### src/rtl/rdma_pkg.sv
`default_nettype none
// ---------------------------------------------------------------------------
// rdma_pkg : RDMA header offsets, protocol constants and field helpers
// Rev 1.0  : initial release
// ---------------------------------------------------------------------------
package rdma_pkg;

   // Byte offsets of header fields within the first 64-byte beat
   localparam int OFF_DST_MAC    = 0;
   localparam int OFF_ETH_TYPE   = 12;
   localparam int OFF_IP_VER_IHL = 14;
   localparam int OFF_IP_PROTO   = 23;
   localparam int OFF_UDP_DST    = 36;
   localparam int OFF_UDP_LEN    = 38;
   localparam int OFF_RDMA_MAGIC = 42;

   localparam logic [15:0] ETH_TYPE_IPV4 = 16'h0800;
   localparam logic [7:0]  IP_VER_IHL    = 8'h45;
   localparam logic [7:0]  IP_PROTO_UDP  = 8'd17;
   localparam int          UDP_HDR_LEN   = 8;
   localparam int          RDMA_HDR_LEN  = 22;
   localparam logic [15:0] RDMA_MAGIC    = 16'h0122;

   typedef enum logic [1:0] {
      S_HDR  = 2'd0,
      S_PASS = 2'd1,
      S_DROP = 2'd2
   } filt_state_t;

   function automatic logic [7:0] hdr_byte(input logic [511:0] d, input int off);
      return d[off*8 +: 8];
   endfunction

   // Wire order is big-endian for multi-byte fields
   function automatic logic [15:0] hdr_u16(input logic [511:0] d, input int off);
      return {hdr_byte(d, off), hdr_byte(d, off + 1)};
   endfunction

endpackage
`default_nettype wire

### src/rtl/axis_skid_buf.sv
`default_nettype none
// ---------------------------------------------------------------------------
// axis_skid_buf : 2-entry registered skid buffer, full throughput, 1-cycle latency
// Rev 1.0       : initial release
// ---------------------------------------------------------------------------
module axis_skid_buf #(
   parameter int WIDTH = 8
) (
   input  logic             clk,
   input  logic             resetn,
   input  logic [WIDTH-1:0] in_data,
   input  logic             in_valid,
   output logic             in_ready,
   output logic [WIDTH-1:0] out_data,
   output logic             out_valid,
   input  logic             out_ready
);

   logic [WIDTH-1:0] r_out_data;
   logic             r_out_valid;
   logic [WIDTH-1:0] r_skid_data;
   logic             r_skid_valid;
   logic             w_in_fire;

   assign in_ready  = ~r_skid_valid;
   assign w_in_fire = in_valid & ~r_skid_valid;
   assign out_data  = r_out_data;
   assign out_valid = r_out_valid;

   always_ff @(posedge clk or negedge resetn) begin
      if (!resetn) begin
         r_out_data   <= '0;
         r_out_valid  <= 1'b0;
         r_skid_data  <= '0;
         r_skid_valid <= 1'b0;
      end else if (!r_out_valid || out_ready) begin
         // Output slot frees up: the skid entry is older, so it goes first
         if (r_skid_valid) begin
            r_out_data   <= r_skid_data;
            r_out_valid  <= 1'b1;
            r_skid_valid <= 1'b0;
         end else begin
            r_out_valid <= w_in_fire;
            if (w_in_fire) begin
               r_out_data <= in_data;
            end
         end
      end else if (w_in_fire) begin
         r_skid_data  <= in_data;
         r_skid_valid <= 1'b1;
      end
   end

endmodule
`default_nettype wire

### src/rtl/rdma_pkt_filter.sv
`default_nettype none
// ---------------------------------------------------------------------------
// rdma_pkt_filter : forwards well-formed RDMA frames, drops the rest, counts both
// Optional dst-MAC check: RDMA_FILTER_MAC_CHECK_EN.  Rev 1.0 : initial release
// ---------------------------------------------------------------------------
module rdma_pkt_filter
   import rdma_pkg::*;
#(
   parameter int          DATA_WBITS     = 512,
   parameter int          DATA_WBYTS     = DATA_WBITS / 8,
   parameter logic [15:0] RDMA_MAGIC     = rdma_pkg::RDMA_MAGIC,
   parameter int          MAX_DATA_BYTES = 16384
) (
   input  logic                  clk,
   input  logic                  resetn,
   input  logic [15:0]           udp_port,
   input  logic [47:0]           local_mac,
   input  logic [DATA_WBITS-1:0] AXIS_IN_TDATA,
   input  logic [DATA_WBYTS-1:0] AXIS_IN_TKEEP,
   input  logic                  AXIS_IN_TVALID,
   input  logic                  AXIS_IN_TLAST,
   output logic                  AXIS_IN_TREADY,
   output logic [DATA_WBITS-1:0] AXIS_OUT_TDATA,
   output logic [DATA_WBYTS-1:0] AXIS_OUT_TKEEP,
   output logic                  AXIS_OUT_TVALID,
   output logic                  AXIS_OUT_TLAST,
   input  logic                  AXIS_OUT_TREADY,
   output logic [31:0]           pkts_passed,
   output logic [31:0]           pkts_dropped
);

   localparam int          c_buf_w   = DATA_WBITS + DATA_WBYTS + 1;
   // Smallest UDP length carries at least one payload byte after the RDMA header
   localparam logic [15:0] c_len_min = 16'(UDP_HDR_LEN + RDMA_HDR_LEN + 1);
   localparam logic [15:0] c_len_max = 16'(UDP_HDR_LEN + RDMA_HDR_LEN + MAX_DATA_BYTES);

   filt_state_t  r_state;
   filt_state_t  w_next_state;
   logic [31:0]  r_pkts_passed;
   logic [31:0]  r_pkts_dropped;
   logic         w_in_tready;
   logic         w_buf_valid;
   logic         w_buf_ready;
   logic         w_pass_done;
   logic         w_drop_done;
   logic         w_hdr_ok;
   logic         w_mac_ok;
   logic [47:0]  w_dst_mac;
   logic [15:0]  w_udp_len;
   logic [c_buf_w-1:0] w_buf_in;
   logic [c_buf_w-1:0] w_buf_out;

   assign w_dst_mac = {hdr_u16(AXIS_IN_TDATA, OFF_DST_MAC),
                       hdr_u16(AXIS_IN_TDATA, OFF_DST_MAC + 2),
                       hdr_u16(AXIS_IN_TDATA, OFF_DST_MAC + 4)};
   assign w_udp_len = hdr_u16(AXIS_IN_TDATA, OFF_UDP_LEN);

`ifdef RDMA_FILTER_MAC_CHECK_EN
   assign w_mac_ok = (w_dst_mac == local_mac) || (w_dst_mac == 48'hFFFF_FFFF_FFFF);
`else
   logic w_unused_mac;
   assign w_mac_ok     = 1'b1;
   assign w_unused_mac = ^{local_mac, w_dst_mac};
`endif

   assign w_hdr_ok = (hdr_u16(AXIS_IN_TDATA, OFF_ETH_TYPE) == ETH_TYPE_IPV4)
                  && (hdr_byte(AXIS_IN_TDATA, OFF_IP_VER_IHL) == IP_VER_IHL)
                  && (hdr_byte(AXIS_IN_TDATA, OFF_IP_PROTO) == IP_PROTO_UDP)
                  && (hdr_u16(AXIS_IN_TDATA, OFF_UDP_DST) == udp_port)
                  && (hdr_u16(AXIS_IN_TDATA, OFF_RDMA_MAGIC) == RDMA_MAGIC)
                  && (w_udp_len >= c_len_min)
                  && (w_udp_len <= c_len_max)
                  && !AXIS_IN_TLAST
                  && w_mac_ok;

   always_ff @(posedge clk or negedge resetn) begin
      if (!resetn) begin
         r_state <= S_HDR;
      end else begin
         r_state <= w_next_state;
      end
   end

   always_comb begin
      w_next_state = r_state;
      w_in_tready  = w_buf_ready;
      w_buf_valid  = 1'b0;
      w_pass_done  = 1'b0;
      w_drop_done  = 1'b0;
      case (r_state)
         S_HDR: begin
            // Rejected headers are swallowed regardless of buffer occupancy
            w_in_tready = w_hdr_ok ? w_buf_ready : 1'b1;
            w_buf_valid = AXIS_IN_TVALID & w_hdr_ok;
            if (AXIS_IN_TVALID && w_in_tready) begin
               if (w_hdr_ok) begin
                  w_next_state = S_PASS;
               end else if (!AXIS_IN_TLAST) begin
                  w_next_state = S_DROP;
               end else begin
                  w_drop_done = 1'b1;
               end
            end
         end
         S_PASS: begin
            w_buf_valid = AXIS_IN_TVALID;
            if (AXIS_IN_TVALID && w_buf_ready && AXIS_IN_TLAST) begin
               w_next_state = S_HDR;
               w_pass_done  = 1'b1;
            end
         end
         S_DROP: begin
            w_in_tready = 1'b1;
            if (AXIS_IN_TVALID && AXIS_IN_TLAST) begin
               w_next_state = S_HDR;
               w_drop_done  = 1'b1;
            end
         end
         default: begin
            w_next_state = S_HDR;
         end
      endcase
   end

   always_ff @(posedge clk or negedge resetn) begin
      if (!resetn) begin
         r_pkts_passed  <= '0;
         r_pkts_dropped <= '0;
      end else begin
         if (w_pass_done && (r_pkts_passed != 32'hFFFF_FFFF)) begin
            r_pkts_passed <= r_pkts_passed + 32'd1;
         end
         if (w_drop_done && (r_pkts_dropped != 32'hFFFF_FFFF)) begin
            r_pkts_dropped <= r_pkts_dropped + 32'd1;
         end
      end
   end

   assign w_buf_in = {AXIS_IN_TDATA, AXIS_IN_TKEEP, AXIS_IN_TLAST};

   axis_skid_buf #(
      .WIDTH (c_buf_w)
   ) u_skid (
      .clk       (clk),
      .resetn    (resetn),
      .in_data   (w_buf_in),
      .in_valid  (w_buf_valid),
      .in_ready  (w_buf_ready),
      .out_data  (w_buf_out),
      .out_valid (AXIS_OUT_TVALID),
      .out_ready (AXIS_OUT_TREADY)
   );

   assign AXIS_IN_TREADY = w_in_tready;
   assign AXIS_OUT_TDATA = w_buf_out[c_buf_w-1 -: DATA_WBITS];
   assign AXIS_OUT_TKEEP = w_buf_out[DATA_WBYTS:1];
   assign AXIS_OUT_TLAST = w_buf_out[0];
   assign pkts_passed    = r_pkts_passed;
   assign pkts_dropped   = r_pkts_dropped;

endmodule
`default_nettype wire

### config.mk
export PLATFORM = sky130hd
export DESIGN_NAME = rdma_pkt_filter
export DESIGN_NICKNAME = d
export VERILOG_FILES = /design/src/rtl/rdma_pkg.sv /design/src/rtl/axis_skid_buf.sv /design/src/rtl/rdma_pkt_filter.sv
export SDC_FILE = /design/constraint.sdc
export NUM_CORES = 2
export LEC_CHECK = 0
export ABC_AREA = 1
export CORE_AREA = 8 8 498 500
export DETAILED_ROUTE_END_ITERATION = 10
export DIE_AREA = 0 0 506 508
export DONT_BUFFER_PORTS = 1
export SLEW_MARGIN = 20
export SYNTH_ARGS = -nofsm -noshare
export SYNTH_HDL_FRONTEND = slang
export SYNTH_SLANG_ARGS = --single-unit
### constraint.sdc
create_clock -name clk -period 2.6 [get_ports clk]
set_input_delay 0.39 -clock clk [delete_from_list [all_inputs] [get_ports clk]]
set_output_delay 0.39 -clock clk [all_outputs]
set_load 0.03 [all_outputs]
Word-level counts from Yosys, hierarchy flattened
Cells that the tools add are included.
Widths: inputs -> output; s select.
- register bits: 1222
- bits of input ports: 645
- output and inout port bits: 643
- add/sub/neg operators: 2
- $lt $le $gt $ge: 2
- equality and inequality tests: 13
- muxes and demuxes: 21
- bitwise gates (word level): 4
- reduce and logical (&&, ||, !) cells: 22
- operators with widths (operator ; number):
    $mux 577 ; 2
    $add 32x1->32 const B ; 2
    $ne 32x32->1 const B ; 2
    $eq 16x12->1 const B ; 1
    $eq 16x16->1 ; 1
    $eq 16x9->1 const B ; 1
    $ge 16x5->1 const B ; 1
    $le 16x15->1 const B ; 1
    $logic_and 1x1->1 ; 13
    $mux 1 ; 10
    $mux 2 ; 5
    $eq 8x5->1 const B ; 1
    $eq 8x7->1 const B ; 1
    $ne 2x2->1 const B ; 3
    $pmux 1 s2 ; 3
    $pmux 2 s3 ; 1
    $reduce_and 2->1 ; 2
    $reduce_and 4->1 ; 1
    $reduce_bool 2->1 ; 2
    $ne 3x3->1 const B ; 1
    $and 1x1->1 ; 2
    $eq 2x1->1 const B ; 1
    $eq 2x2->1 const B ; 1
    $logic_not 1->1 ; 2
    other kinds (3) ; 4

Logic depth before layout (Yosys ltp)
- word-level depth: 13
- mapped depth: 18
- gate-level depth less buffers: 15

Hierarchy
A second synthesis with hierarchy kept.
- cell total of the unflattened synthesis: 7511
- area total of the unflattened synthesis: 56053.8 µm²
- modules (own cells, without submodules) (module ; instances ; cells an instance ; area each (µm²) ; seq. area each (µm²)):
    axis_skid_buf ; 1 ; 6808 ; 51370.5 ; 28927.7
    rdma_pkt_filter ; 1 ; 703 ; 4683.2 ; 1651.6

Worst setup path after synthesis
OpenSTA, ideal clock, no wires.
- kind: register to register
- start: reg r_pkts_dropped[0] (netlist: pkts_dropped[0])
- end: reg r_pkts_dropped[20] (netlist: pkts_dropped[20])
- setup time: 137 ps
- arrival: 1935 ps
- data required time: 2463 ps
- slack: 529 ps
- cell stages (with the launch flop): 14
- buffers on the path: 0
- period minus slack after synthesis: 2071 ps
- path through: dfrtp_1 ha_1 nand2_1 nor2_1 nand3_1 nor2_1 nand2_1 nand2_1 inv_2 nand2_1 nor2_1 nand2_1 nor2_1 xor2_1
- word-level cells in the longest chain between the ends: 2
- ends and longest elaborated chain (element ; RTL line ; source):
    from (decl) ; rdma_pkt_filter.sv:40 ; logic [31:0] r_pkts_dropped;
    from (signal assigned) ; rdma_pkt_filter.sv:134 ; r_pkts_dropped <= r_pkts_dropped + 32'd1;
    parallel branches: the longest is 2 deep, another holds $add 32x1->32 ; - ;
Parallel ways; which one is timed is not known.
A chain may end at the register's enable or synchronous reset.

Final worst setup path
- start: in AXIS_IN_TDATA[318]
- end: out AXIS_IN_TREADY
- word-level cells in the longest chain between the ends: 6
- ends and longest elaborated chain (element ; RTL line ; source):
    from (decl) ; rdma_pkt_filter.sv:18 ; input logic [DATA_WBITS-1:0] AXIS_IN_TDATA,
    $ge 16x5->1 ; rdma_pkt_filter.sv:71 ; && (w_udp_len >= c_len_min)
    $logic_and 1x1->1 ; rdma_pkt_filter.sv:71 ;
    $logic_and 1x1->1 (*) ; rdma_pkt_filter.sv:72 ; && (w_udp_len <= c_len_max)
    $logic_and 1x1->1 (*) ; rdma_pkt_filter.sv:73 ; && !AXIS_IN_TLAST
    $mux 1 (*) ; rdma_pkt_filter.sv:93 ; w_in_tready = w_hdr_ok ? w_buf_ready : 1'b1;
    $pmux 1 s2 (*) ; rdma_pkt_filter.sv:90 ; case (r_state)
    to (decl) ; rdma_pkt_filter.sv:22 ; output logic AXIS_IN_TREADY,
Mark *: on every way between the ends. The rest lies on a longest branch, timed or not.

==> impl_metrics.py <==
metrics = {
    "status": {
        "status": "finished, violations left",
        "violations": "hold timing",
    },
    "logic_synthesis": {
        "ys_warn_count": 0,
        "syn_nets": 7401,
        "syn_inst": 6754,
        "synth-seq-area-share_pct": 55.8,
        "ys_ff_latch": 1222,
        "synth_area_per_cell_sq_um": 8.11,
        "synth_area_sq_mm": 0.0548,
        "yosysUniqueCellTypes": 31,
    },
    "job": {
        "drv_cap": 0,
    },
    "route": {
        "avgRoutedWirePerCell_um": 20.5,
        "dr.pass1.iters": 7,
        "num_vias": 48300,
        "postRouteAntennaNets": 0,
        "viasPerCell": 4.53,
        "drt-total-wl_mm": 219,
        "first_iter_violations": 4922,
        "detail_route.drc_violations": 0,
    },
    "hold_path": {
        "hold_path.class": "input port to async pin",
    },
    "worst_setup_path": {
        "path_cells": "dlygate4sd3_1, inv_2, nand2_1, nor2_1, nand2_1, nor2_1, a21oi_2, nor2_4, nand3_2, nand2_4, nand2_2, buf_8",
        "path_class": "input port to primary output",
        "critPathMaxFanout": 3,
        "cp.arrival_ns": 2.07,
        "cp.required_ns": 2.21,
        "critPathMaxStageDelay_ns": 0.55,
        "critPathCaptureType": "primary output",
        "critPathSlowestCell": "dlygate4sd3_1",
        "start_kind": "input port",
    },
    "sta": {
        "worstMarginPinSlew_ns": 0.969,
        "fin_ws_ns": 0.143,
        "whs_ns": -0.686,
        "rsz0062_at_grt": "no",
        "finalMaxSlewViolations": 0,
        "max_freq_mhz": 407,
        "timing.slew.headroom_pct": 35.4,
        "final.min_clock_period_ns": 2.46,
        "min_period_over_period_pct": 94.5,
        "setup_viol": 0,
        "fin_skew_ns": 0.0275,
        "hold_violations": 177,
    },
    "cts": {
        "path_clk_slew_ns": 0.06,
        "cts_buffers": 141,
        "cts_tree": "yes",
        "clk_path_buf_depth": 3,
        "cts-root-buf": "clkbuf_16",
        "cts_sinks": 1222,
        "htreeDepth": 4,
        "worstSkewPairLatency_ns": 0.77,
    },
    "placement": {
        "port_buffers": 0,
        "hpwl_mm": 160,
        "place_congestion": 0.959,
        "dp_slack_ns": -1.63,
    },
    "global_routing": {
        "grt_pass1_wl_mm": 320,
        "antenna_found_initial": 50,
        "grt_pass1_vias": 47700,
        "grt-ovfl-total": 0,
        "grt_usage_pct": 16.3,
        "grt_max_degree": 216,
    },
    "die": {
        "io_pins": 1288,
        "die-area_sq_mm": 0.257,
        "initial_core_util_pct": 22.9,
        "dieHeight_um": 508,
        "fp-row-count": 180,
        "coreArea_sq_mm": 0.240,
        "fp.dieW_um": 506,
    },
    "layout": {
        "layout_common_cells": "2,459 x nand2_1, 1,221 x dfrtp_1, 762 x o21ai_0",
        "fin_nets": 7972,
        "drive_above_1_share_pct": 7.66,
        "layout_commonest_cell": "nand2_1",
        "synthToLayoutAreaGrowth_pct": 28.7,
    },
    "power": {
        "combPwrFrac_pct": 21.2,
        "sequentialPowerShare_pct": 53.8,
        "p_int_mw": 47.0,
        "ir_worst_vdd_mv": 0.775,
        "pwr-share-clk_pct": 25.0,
        "p_switching_mw": 36.6,
        "netSwitchingFraction_pct": 43.8,
        "leakage_nw": 34.1,
        "power.density_mw_per_mm2": 1190,
    },
}
==> cells in the mapped netlist, drive strengths merged <==
| cell type | instances | area [sq um] |
|---|---|---|
| ha | 2 | 25.0 |
| or2 | 1 | 6.26 |
| nor3 | 27 | 145 |
| a22oi | 1 | 7.51 |
| a221oi | 1 | 8.76 |
| clkbuf | 208 | 783 |
| xor2 | 41 | 359 |
| nand4 | 9 | 56.3 |
| nand3b | 3 | 22.5 |
| dfrtp | 1222 | 30600 |
| xnor2 | 24 | 210 |
| a21oi | 3 | 15.0 |
| a21boi | 1 | 7.51 |
| and3 | 1 | 6.26 |
| buf | 242 | 1650 |
| inv | 630 | 2360 |
| o21ai | 1158 | 5800 |
| nand3 | 609 | 3050 |
| nand2 | 2467 | 9270 |
| nor4 | 4 | 37.5 |
| nor2 | 100 | 380 |
==> sequential cells by signal, indices dropped and copies added, names as in the netlist <==
register / count
pkts_dropped: 32
pkts_passed: 32
u_skid.out_data: 577
u_skid.r_skid_valid: 1
u_skid.out_valid: 1
r_state: 2
u_skid.r_skid_data: 577
==> routing by layer <==
layer  wire (um)  global-route usage, %  vias to the layer above
met1       81200                   18.3                    23000
met3       25200                   7.00                      453
met2      101000                   26.3                     2286
li1            -                      -                    22500
met4       12200                   8.23                        8
met5          49                      0                        -
==> final cells by class <==
type | instances | area (sq um)
Clock buffer | 204 | 4220
Tap cell | 3185 | 3990
Multi-Input combinational cell | 4452 | 19500
Inverter | 630 | 2360
Timing Repair Buffer | 878 | 9080
Clock inverter | 51 | 629
Antenna cell | 46 | 115
Fill cell | 25000 | 169000
Sequential cell | 1222 | 30600
==> final timing paths <==
check,start,endpoint,slack [ns],cells past startpoint
worst max-delay path,AXIS_IN_TDATA[318],AXIS_IN_TREADY,0.14,12
worst min-delay path,resetn,u_skid.out_data[24]$_DFFE_PN0P_,-0.69,0
worst max register to register,u_skid.r_skid_valid$_DFFE_PN0P_,u_skid.out_data[424]$_DFFE_PN0P_,0.27,5
worst min register to register,u_skid.r_skid_data[300]$_DFFE_PN0P_,u_skid.r_skid_data[300]$_DFFE_PN0P_,0.48,2
max in group asynchronous,resetn,u_skid.r_skid_data[122]$_DFFE_PN0P_,0.18,5
min in group clk,AXIS_IN_TDATA[310],r_state[1]$_DFFE_PN0P_,0.08,6
==> cells by family after synthesis <==
group,synth area share [%]
DFF,55.8
buffers and inverters,8.75
xor gates and xnor gates,1.04
AOI/OAI and AO/OA,10.7
and+or+nand+nor,23.7
adders and majority gates,0.0457
==> timing repair <==
item                                    4_1_cts  5_1_grt
hold buffers                                581        2
pin swaps                                     5        2
endpoints found under the setup margin     1156      151
resized for setup                            18        8
cloned                                        0        2
endpoints found under the hold margin      1610      252
setup buffers                                 2        0
==> power groups by stage <==
stage	clock, mW	sequential, mW	combinational (mW)
2_1_floorplan	0	41.2	12.1
3_3_place_gp	0	45.0	16.3
3_5_place_dp	0	45.3	16.9
4_1_cts	21.5	45.1	17.8
5_1_grt	22.2	46.2	20.4
6_report	20.9	45.0	17.7
==> critical path: cells and delay by family <==
kind,cells,cell delay [ns]
AOI/OAI and AO/OA,1,0.07
and+or+nand+nor,8,0.78
buffers and inverters,3,0.80
==> per-stage QoR <==
| step | cells | area [sq um] | setup TNS (ns) | power, mW | utilization, % |
|---|---|---|---|---|---|
| final | 10700 | 70500 | 0 | 83.6 | 29.4 |
| after global routing | 10700 | 70500 | 0 | 88.7 | 29.4 |
| after CTS | 10600 | 70100 | 0 | 84.3 | 29.3 |
| after detailed placement | 9776 | 59400 | -1816.38 | 62.2 | 24.8 |
| after global placement | 9776 | 59400 | -1754.07 | 61.3 | 24.8 |
| after floorplan | 6754 | 54800 | 0 | 53.3 | - |
No activity file was read; power rests on OpenSTA's default activity.
